[src/rtl/cpu_pipe_ctrl_if.sv]
// ---------------------------------------------------------------------------
// cpu_pipe_ctrl_if
// Signal bundle between the 5-stage pipeline datapath and its hazard
// controller.
//   master : pipeline side. Drives the ID/EX/memory/CP0 status and receives
//            the stall/bubble controls and the MUL/DIV status.
//   slave  : controller side (cpu_pipe_ctrl).
// Signals:
//   id_re1/id_re2, id_raddr1/id_raddr2 : ID operand reads
//   ex_valid, ex_is_load, ex_waddr     : EX instruction description
//   ex_md_op                           : EX op class (0 none, 1 mul, 2 div, 3 = none)
//   imem_busy, dmem_busy               : memory wait states
//   flush                              : exception/ERET redirect
//   stall_*                            : hold PC / pipeline registers
//   bubble_*                           : load NOP into pipeline registers
//   md_busy, md_done                   : MUL/DIV occupancy status
// ---------------------------------------------------------------------------
interface cpu_pipe_ctrl_if;
    logic       id_re1;
    logic       id_re2;
    logic [4:0] id_raddr1;
    logic [4:0] id_raddr2;
    logic       ex_valid;
    logic       ex_is_load;
    logic [4:0] ex_waddr;
    logic [1:0] ex_md_op;
    logic       imem_busy;
    logic       dmem_busy;
    logic       flush;
    logic       stall_pc;
    logic       stall_if_id;
    logic       stall_id_ex;
    logic       stall_ex_mem;
    logic       bubble_if_id;
    logic       bubble_id_ex;
    logic       bubble_ex_mem;
    logic       bubble_mem_wb;
    logic       md_busy;
    logic       md_done;

    modport master (
        output id_re1, id_re2, id_raddr1, id_raddr2,
        output ex_valid, ex_is_load, ex_waddr, ex_md_op,
        output imem_busy, dmem_busy, flush,
        input  stall_pc, stall_if_id, stall_id_ex, stall_ex_mem,
        input  bubble_if_id, bubble_id_ex, bubble_ex_mem, bubble_mem_wb,
        input  md_busy, md_done
    );

    modport slave (
        input  id_re1, id_re2, id_raddr1, id_raddr2,
        input  ex_valid, ex_is_load, ex_waddr, ex_md_op,
        input  imem_busy, dmem_busy, flush,
        output stall_pc, stall_if_id, stall_id_ex, stall_ex_mem,
        output bubble_if_id, bubble_id_ex, bubble_ex_mem, bubble_mem_wb,
        output md_busy, md_done
    );
endinterface

[src/rtl/cpu_pipe_ctrl.sv]
// ---------------------------------------------------------------------------
// cpu_pipe_ctrl
// Central hazard controller for a 5-stage MIPS pipeline. Every cycle it
// decides which pipeline registers hold and which receive a bubble, covering
// exception flush, data-memory wait, multi-cycle MUL/DIV occupancy of EX,
// load-use hazards and instruction-memory wait (in that priority order).
// The only state is the MUL/DIV occupancy FSM and its cycle counter; all
// outputs are combinational from that state and the current inputs.
// Ports:
//   clk : rising-edge clock
//   rst : asynchronous reset, active low
//   bus : cpu_pipe_ctrl_if.slave (pipeline status in, stall/bubble out)
// Parameters:
//   MUL_CYCLES : EX cycles a multiply occupies (>=1)
//   DIV_CYCLES : EX cycles a divide occupies (>=1)
//   CNT_W      : counter width, holds max(MUL_CYCLES,DIV_CYCLES)-1
// ---------------------------------------------------------------------------
module cpu_pipe_ctrl #(
    parameter int MUL_CYCLES = 2,
    parameter int DIV_CYCLES = 32,
    parameter int CNT_W      = 6
) (
    input  logic              clk,
    input  logic              rst,
    cpu_pipe_ctrl_if.slave    bus
);

    typedef enum logic [0:0] {
        ST_IDLE = 1'b0,
        ST_BUSY = 1'b1
    } state_t;

    // Counter preload: the first EX cycle is spent in IDLE and the last one
    // is the cnt==0 cycle in BUSY, hence N-2.
    localparam logic [CNT_W-1:0] MUL_LOAD =
        (MUL_CYCLES >= 2) ? CNT_W'(MUL_CYCLES - 2) : {CNT_W{1'b0}};
    localparam logic [CNT_W-1:0] DIV_LOAD =
        (DIV_CYCLES >= 2) ? CNT_W'(DIV_CYCLES - 2) : {CNT_W{1'b0}};
    localparam logic MUL_SINGLE = (MUL_CYCLES == 1);
    localparam logic DIV_SINGLE = (DIV_CYCLES == 1);

    state_t           state_r;
    state_t           state_nxt_s;
    logic [CNT_W-1:0] cnt_r;
    logic [CNT_W-1:0] cnt_nxt_s;

    logic             md_start_s;
    logic             md_single_s;
    logic [CNT_W-1:0] md_load_s;
    logic             cnt_zero_s;
    logic             md_hold_s;
    logic             load_use_s;

    // Decode the EX op class into start/latency information (op 3 = none).
    always_comb begin
        md_start_s  = 1'b0;
        md_single_s = 1'b0;
        md_load_s   = {CNT_W{1'b0}};
        case (bus.ex_md_op)
            2'd1: begin
                md_start_s  = 1'b1;
                md_single_s = MUL_SINGLE;
                md_load_s   = MUL_LOAD;
            end
            2'd2: begin
                md_start_s  = 1'b1;
                md_single_s = DIV_SINGLE;
                md_load_s   = DIV_LOAD;
            end
            default: begin
                md_start_s  = 1'b0;
                md_single_s = 1'b0;
                md_load_s   = {CNT_W{1'b0}};
            end
        endcase
    end

    // Hazard conditions shared by the next-state and output logic.
    always_comb begin
        cnt_zero_s = (cnt_r == {CNT_W{1'b0}});
        if (state_r == ST_BUSY) begin
            md_hold_s = !cnt_zero_s;
        end else begin
            md_hold_s = md_start_s && !md_single_s;
        end
        load_use_s = bus.ex_valid && bus.ex_is_load && (bus.ex_waddr != 5'd0) &&
                     ((bus.id_re1 && (bus.id_raddr1 == bus.ex_waddr)) ||
                      (bus.id_re2 && (bus.id_raddr2 == bus.ex_waddr)));
    end

    // FSM state and counter register.
    always_ff @(posedge clk or negedge rst) begin
        if (!rst) begin
            state_r <= ST_IDLE;
            cnt_r   <= {CNT_W{1'b0}};
        end else begin
            state_r <= state_nxt_s;
            cnt_r   <= cnt_nxt_s;
        end
    end

    // FSM next state: flush aborts, dmem wait freezes, otherwise count down.
    always_comb begin
        state_nxt_s = state_r;
        cnt_nxt_s   = cnt_r;
        if (bus.flush) begin
            state_nxt_s = ST_IDLE;
            cnt_nxt_s   = {CNT_W{1'b0}};
        end else if (bus.dmem_busy) begin
            state_nxt_s = state_r;
            cnt_nxt_s   = cnt_r;
        end else begin
            case (state_r)
                ST_IDLE: begin
                    if (md_start_s && !md_single_s) begin
                        state_nxt_s = ST_BUSY;
                        cnt_nxt_s   = md_load_s;
                    end else begin
                        state_nxt_s = ST_IDLE;
                        cnt_nxt_s   = cnt_r;
                    end
                end
                ST_BUSY: begin
                    // Only decremented while nonzero, so it never wraps.
                    if (!cnt_zero_s) begin
                        state_nxt_s = ST_BUSY;
                        cnt_nxt_s   = cnt_r - {{(CNT_W-1){1'b0}}, 1'b1};
                    end else begin
                        state_nxt_s = ST_IDLE;
                        cnt_nxt_s   = {CNT_W{1'b0}};
                    end
                end
                default: begin
                    state_nxt_s = ST_IDLE;
                    cnt_nxt_s   = {CNT_W{1'b0}};
                end
            endcase
        end
    end

    // Stall/bubble outputs by priority; no register is both stalled and bubbled.
    always_comb begin
        bus.stall_pc      = 1'b0;
        bus.stall_if_id   = 1'b0;
        bus.stall_id_ex   = 1'b0;
        bus.stall_ex_mem  = 1'b0;
        bus.bubble_if_id  = 1'b0;
        bus.bubble_id_ex  = 1'b0;
        bus.bubble_ex_mem = 1'b0;
        bus.bubble_mem_wb = 1'b0;
        bus.md_busy       = (state_r == ST_BUSY);
        bus.md_done       = 1'b0;
        if (bus.flush) begin
            bus.bubble_if_id  = 1'b1;
            bus.bubble_id_ex  = 1'b1;
            bus.bubble_ex_mem = 1'b1;
            bus.bubble_mem_wb = 1'b1;
        end else if (bus.dmem_busy) begin
            bus.stall_pc      = 1'b1;
            bus.stall_if_id   = 1'b1;
            bus.stall_id_ex   = 1'b1;
            bus.stall_ex_mem  = 1'b1;
            bus.bubble_mem_wb = 1'b1;
        end else begin
            // Last EX cycle of a MUL/DIV: release the hold and flag the result.
            if (state_r == ST_BUSY) begin
                bus.md_done = cnt_zero_s;
            end else begin
                bus.md_done = md_start_s && md_single_s;
            end
            if (md_hold_s) begin
                bus.stall_pc      = 1'b1;
                bus.stall_if_id   = 1'b1;
                bus.stall_id_ex   = 1'b1;
                bus.bubble_ex_mem = 1'b1;
            end else if (load_use_s) begin
                bus.stall_pc     = 1'b1;
                bus.stall_if_id  = 1'b1;
                bus.bubble_id_ex = 1'b1;
            end else if (bus.imem_busy) begin
                bus.stall_pc     = 1'b1;
                bus.bubble_if_id = 1'b1;
            end else begin
                bus.stall_pc = 1'b0;
            end
        end
    end

endmodule

[src/flat_wrapper.sv]
// flat-port wrapper written by rule: the top's interface ports become plain ports
module cpu_pipe_ctrl_flat 
#(
    parameter int MUL_CYCLES = 2,
    parameter int DIV_CYCLES = 32,
    parameter int CNT_W      = 6
)
  (clk, rst, bus_id_re1, bus_id_re2, bus_id_raddr1, bus_id_raddr2, bus_ex_valid, bus_ex_is_load, bus_ex_waddr, bus_ex_md_op, bus_imem_busy, bus_dmem_busy, bus_flush, bus_stall_pc, bus_stall_if_id, bus_stall_id_ex, bus_stall_ex_mem, bus_bubble_if_id, bus_bubble_id_ex, bus_bubble_ex_mem, bus_bubble_mem_wb, bus_md_busy, bus_md_done);
  cpu_pipe_ctrl_if bus_i ();
  input  logic clk;
  input  logic rst;
  input wire logic [$bits(bus_i.id_re1)-1:0] bus_id_re1;
  input wire logic [$bits(bus_i.id_re2)-1:0] bus_id_re2;
  input wire logic [$bits(bus_i.id_raddr1)-1:0] bus_id_raddr1;
  input wire logic [$bits(bus_i.id_raddr2)-1:0] bus_id_raddr2;
  input wire logic [$bits(bus_i.ex_valid)-1:0] bus_ex_valid;
  input wire logic [$bits(bus_i.ex_is_load)-1:0] bus_ex_is_load;
  input wire logic [$bits(bus_i.ex_waddr)-1:0] bus_ex_waddr;
  input wire logic [$bits(bus_i.ex_md_op)-1:0] bus_ex_md_op;
  input wire logic [$bits(bus_i.imem_busy)-1:0] bus_imem_busy;
  input wire logic [$bits(bus_i.dmem_busy)-1:0] bus_dmem_busy;
  input wire logic [$bits(bus_i.flush)-1:0] bus_flush;
  output wire logic [$bits(bus_i.stall_pc)-1:0] bus_stall_pc;
  output wire logic [$bits(bus_i.stall_if_id)-1:0] bus_stall_if_id;
  output wire logic [$bits(bus_i.stall_id_ex)-1:0] bus_stall_id_ex;
  output wire logic [$bits(bus_i.stall_ex_mem)-1:0] bus_stall_ex_mem;
  output wire logic [$bits(bus_i.bubble_if_id)-1:0] bus_bubble_if_id;
  output wire logic [$bits(bus_i.bubble_id_ex)-1:0] bus_bubble_id_ex;
  output wire logic [$bits(bus_i.bubble_ex_mem)-1:0] bus_bubble_ex_mem;
  output wire logic [$bits(bus_i.bubble_mem_wb)-1:0] bus_bubble_mem_wb;
  output wire logic [$bits(bus_i.md_busy)-1:0] bus_md_busy;
  output wire logic [$bits(bus_i.md_done)-1:0] bus_md_done;
  assign bus_i.id_re1 = bus_id_re1;
  assign bus_i.id_re2 = bus_id_re2;
  assign bus_i.id_raddr1 = bus_id_raddr1;
  assign bus_i.id_raddr2 = bus_id_raddr2;
  assign bus_i.ex_valid = bus_ex_valid;
  assign bus_i.ex_is_load = bus_ex_is_load;
  assign bus_i.ex_waddr = bus_ex_waddr;
  assign bus_i.ex_md_op = bus_ex_md_op;
  assign bus_i.imem_busy = bus_imem_busy;
  assign bus_i.dmem_busy = bus_dmem_busy;
  assign bus_i.flush = bus_flush;
  assign bus_stall_pc = bus_i.stall_pc;
  assign bus_stall_if_id = bus_i.stall_if_id;
  assign bus_stall_id_ex = bus_i.stall_id_ex;
  assign bus_stall_ex_mem = bus_i.stall_ex_mem;
  assign bus_bubble_if_id = bus_i.bubble_if_id;
  assign bus_bubble_id_ex = bus_i.bubble_id_ex;
  assign bus_bubble_ex_mem = bus_i.bubble_ex_mem;
  assign bus_bubble_mem_wb = bus_i.bubble_mem_wb;
  assign bus_md_busy = bus_i.md_busy;
  assign bus_md_done = bus_i.md_done;
  cpu_pipe_ctrl #(.MUL_CYCLES(MUL_CYCLES), .DIV_CYCLES(DIV_CYCLES), .CNT_W(CNT_W)) u_core (.clk(clk), .rst(rst), .bus(bus_i));
endmodule
[config.mk]
export PLATFORM = sky130hd
export DESIGN_NAME = cpu_pipe_ctrl_flat
export DESIGN_NICKNAME = d
export VERILOG_FILES = /design/src/rtl/cpu_pipe_ctrl_if.sv /design/src/rtl/cpu_pipe_ctrl.sv /design/src/flat_wrapper.sv
export SDC_FILE = /design/constraint.sdc
export NUM_CORES = 1
export LEC_CHECK = 0
export ABC_AREA = 0
export BUFFER_PORTS_ARGS = -buffer_cell sky130_fd_sc_hd__buf_2
export CAP_MARGIN = 20
export CORE_MARGIN = 3
export CORE_UTILIZATION = 30
export CTS_CLUSTER_SIZE = 20
export DETAILED_ROUTE_END_ITERATION = 7
export GPL_ROUTABILITY_DRIVEN = 1
export PLACE_DENSITY_LB_ADDON = 0.2
export SYNTH_ARGS = -nofsm -noshare
export SYNTH_HDL_FRONTEND = slang
export SYNTH_SLANG_ARGS = --single-unit
[constraint.sdc]
create_clock -name clk -period 1.7 [get_ports clk]
set_input_delay 0.255 -clock clk [delete_from_list [all_inputs] [get_ports clk]]
set_output_delay 0.255 -clock clk [all_outputs]
set_load 0.005 [all_outputs]
==> results list <==
- The flow ran to the end, but the final reports show violations.
- The checks that failed: setup timing.
- H-tree levels: 1
- Synth Flop Type: dfrtp_1
* Count of different cell masters after synthesis: 34
- The share of total power dissipated in combinational logic is 0.441.
* Reg2Reg Setup Slack: 10 ps
- The die covers 2890 µm².
- Most instantiated library cell after synthesis: nand2_1
- The final layout contains routed wiring with a total length of 2020 µm.
- For this run, the total global-route usage over all layers was measured as 0.148.
- Start-to-end type of the worst setup path: flip-flop to output port
- Summing all non-filler instances in the final layout gives an area of 1100 µm².
* Fraction of power spent switching nets: 0.350
- The tree built by TritonCTS fans out to 7 sinks.
* Number of synthesized flops with an enable pin: 0
- The via count of the first global-routing pass came to 710.
- The design draws between 600 and 700 µW.
- Syn Inst Count: 85
* Average vias per placed instance: 4.95
- Achievable clock frequency: 519 MHz
* I/O pin count: 36
- In this run, synthesis produced a sequential element count of 7.
- The share of the Yosys chip area taken by registers is 0.256.
* Worst reg2reg endpoint: u_core.cnt_r[4]
- Power density over cell area: 576 nW/µm²
* Layout Nets: 167
* Per-instance average area after synthesis: 8.04 µm²
- Dividing the detail-routed wire length by the instance count gives between 10 and 15 µm.
* Relative slew slack: 0.768
- The number of max-slew violations in the final report was 0.
* Initial DRC Count: 16
- Summed over all cells, the static leakage comes to 0.000544 µW.
- Wire length of the first global-routing pass: 3110 µm
* Area share of the largest cell type after synthesis: 0.256
- Maximum clock skew at final layout: 0.780 ps
- In this run the tool buffered the top-level ports with 35 buffer cells.
- Maximum number of pins on one net before global-route repair: 9
* Worst hold slack: 279 ps
- Nets in the synthesized netlist: approximately 110
- Number of stages on the worst hold path: 2
- Placer congestion estimate: 0.790
- VDD sags by at most 0.412 mV.
- Antenna violation net count after detailed routing: 0
- In this run the critical register-to-register path is launched from u_core.cnt_r[0].
- Clock-pin slew was measured on the worst setup and hold paths at 60 ps.
- The path with the worst hold slack has its endpoint at u_core.bus.md_busy.
- The repair_antennas step left the layout with diodes totalling 0.
- Detailed placement ended at an HPWL of 1560 µm.
- Across all setup checks in the final design, the least slack found is -228 ps.
- Share of the cycle needed by the critical path after routing: 1.13
- For this design the total switching power over the nets is 223 µW.
* TritonCTS clock tree: done
* Effective utilization at floorplan: 0.331
- For this run, design rule violations remaining after detail routing come to 0.
- The clock reaches the later pin of the worst-skew pair after around 260 ps.
- CTS Buf Count: 3
- Hold Violations, Final: 0
- The tree is rooted in a clkbuf_4.
- After floorplanning, the core was sized to cover a little over 2000 µm².
* Synth warn: 0
- Cell internal power was estimated by the tool at 413 µW.
- Area contributors post-synth: dfrtp_1 (26%), xor2_1 (10%), ha_1 (5.5%)
* Worst path arrival time: roughly 1700 ps
* Cell area after placement: ~980 µm²
- Worst-Margin Slew: 348 ps
- Length in cells of the worst reg-to-reg path: 8
* Worst min path class: input port to flip-flop
- The total overflow left after global routing is 0.
* Max cap viols: 0
* Syn Std Cell Area: 683 µm²
- The share of total power dissipated in the clock network is 0.257.
- Number of antenna violations at the first check in global routing: 0
* Layout cells sized above 1: 0.482
* Chip width: 53.7 µm
- Sorting the synthesized cells by how often they occur yields nand2_1 (9), inv_1 (8), xor2_1 (8).
- Along the worst path, the maximum fanout reaches 3.
- Measured along the y axis, the die boundary spans 53.7 µm.
- Yosys top cell by area: dfrtp_1
* Min-Delay Startpoint: bus_dmem_busy
* Part of the total power dissipated in sequential elements: 0.301
* Initial DRT Pass Iterations: 4
* Unrepaired setup endpoints after global routing: true
- Required time of the worst setup path: 1440 ps
* Final period demand of the worst path: 1930 ps
* Buffer depth of the longest clock path: 2
* Final setup viols: 7
- Startpoint types: flip-flop
- The worst setup path is captured at an output port.
* Layout Area Growth over Synthesis: 61.5%
- In the synthesized netlist the async set-or-reset flop fraction comes to 1.00.
- Cell row count: 16
- The final route contains between 800 and 900 vias.
cell usage in the layout, fill, tap and decap left out, drive strengths merged:
cell and instances:
buf 48, nand2 9, xor2 8, inv 8
dfrtp 7, nor2 5, nor2b 5, clkbuf 4
o21ai 4, a221o 3, a21oi 3, ha 3
or2 3, nor4 2, xnor2 2, nand2b 2
a221oi 2, o211ai 2, nor3 2, o31ai 2
nand3 1, a31oi 1, and2 1, a32oi 1
or3 1, o311a 1, o211a 1, o21a 1
a21o 1, nand4 1, a22o 1, o41ai 1
dlygate4sd3 1
per-layer routing:
metal / global-route usage / routed length, µm / up-vias
met3: 0.0249 / 168 / 5
li1: - / - / 412
met1: 0.197 / 928 / 361
met4: 0.0894 / 46 / 0
met2: 0.222 / 871 / 34
met5: 0 / 0 / -
final cells by class:
class / instances / area (µm²)
flip-flops and latches: 7 / 175
well taps: 27 / 33.8
fillers: 207 / 958
clock buffers: 4 / 26.3
repair buffers: 49 / 283
inverters: 8 / 30.0
multi-input cells: 69 / 556
how the worst max path moves through the flow:
| stage | endpoint | start | cells after the start | slack [ps] |
|---|---|---|---|---|
| 2_1_floorplan | bus_bubble_id_ex | u_core.cnt_r[0] | 6 | 80 |
| 4_1_cts | bus_stall_pc | u_core.cnt_r[1] | 8 | -240 |
| 3_5_place_dp | bus_bubble_id_ex | bus_ex_md_op[0] | 8 | -40 |
| 6_report | bus_stall_pc | u_core.cnt_r[0] | 8 | -230 |
| 5_1_grt | bus_stall_pc | u_core.cnt_r[0] | 8 | -360 |
| 3_3_place_gp | bus_bubble_id_ex | bus_ex_md_op[0] | 8 | -40 |
through the flow:
step           TNS (ps)  instances  utilization  worst slack (ps)
2_1_floorplan         0         85            -              81.4
3_3_place_gp      -74.3        158        0.474             -43.9
3_5_place_dp      -59.0        158        0.474             -41.6
4_1_cts           -1240        164        0.512              -238
5_1_grt           -1820        164        0.535              -359
6_report           -955        164        0.535              -228
cell families (layout without fill, tap and decap cells):
kind of cell | Yosys count | in the layout | synth area share
XOR/XNOR | 10 | 10 | 0.128
buffers and inverters | 9 | 61 | 0.0513
AND/OR/NAND/NOR | 32 | 32 | 0.244
flip-flops | 7 | 7 | 0.256
AO/OA/AOI/OAI | 24 | 24 | 0.266
adder cells (fa/ha/maj) | 3 | 3 | 0.0550
flip-flops by register name, indices dropped and copies added, names as in the netlist:
| register | cells |
|---|---|
| u_core.bus.md_busy | 1 |
| u_core.cnt_r | 6 |
worst max-delay path, cell delays in order (launching register included):
cell and delay, ps:
dfrtp_1 390, inv_2 80, ha_4 120, nor2b_4 160, a31oi_4 100, buf_4 150
o31ai_2 170, o21ai_1 100, buf_2 140
power by group through the flow:
stage / Clock, µW / Sequential (µW) / Combinational [µW]
5_1_grt: 179 / 194 / 312
2_1_floorplan: 0 / 188 / 116
6_report: 164 / 192 / 281
4_1_cts: 171 / 190 / 264
3_5_place_dp: 0 / 191 / 237
3_3_place_gp: 0 / 190 / 236
timing repair:
item | CTS | global route
pin swaps | 2 | 3
endpoints found under the hold margin | 7 | 0
gates resized for setup | 9 | 10
buffers inserted | 1 | 0
hold buffers | 1 | 0
endpoints found under the setup margin | 7 | 13
Power figures use the tool's default switching activity.
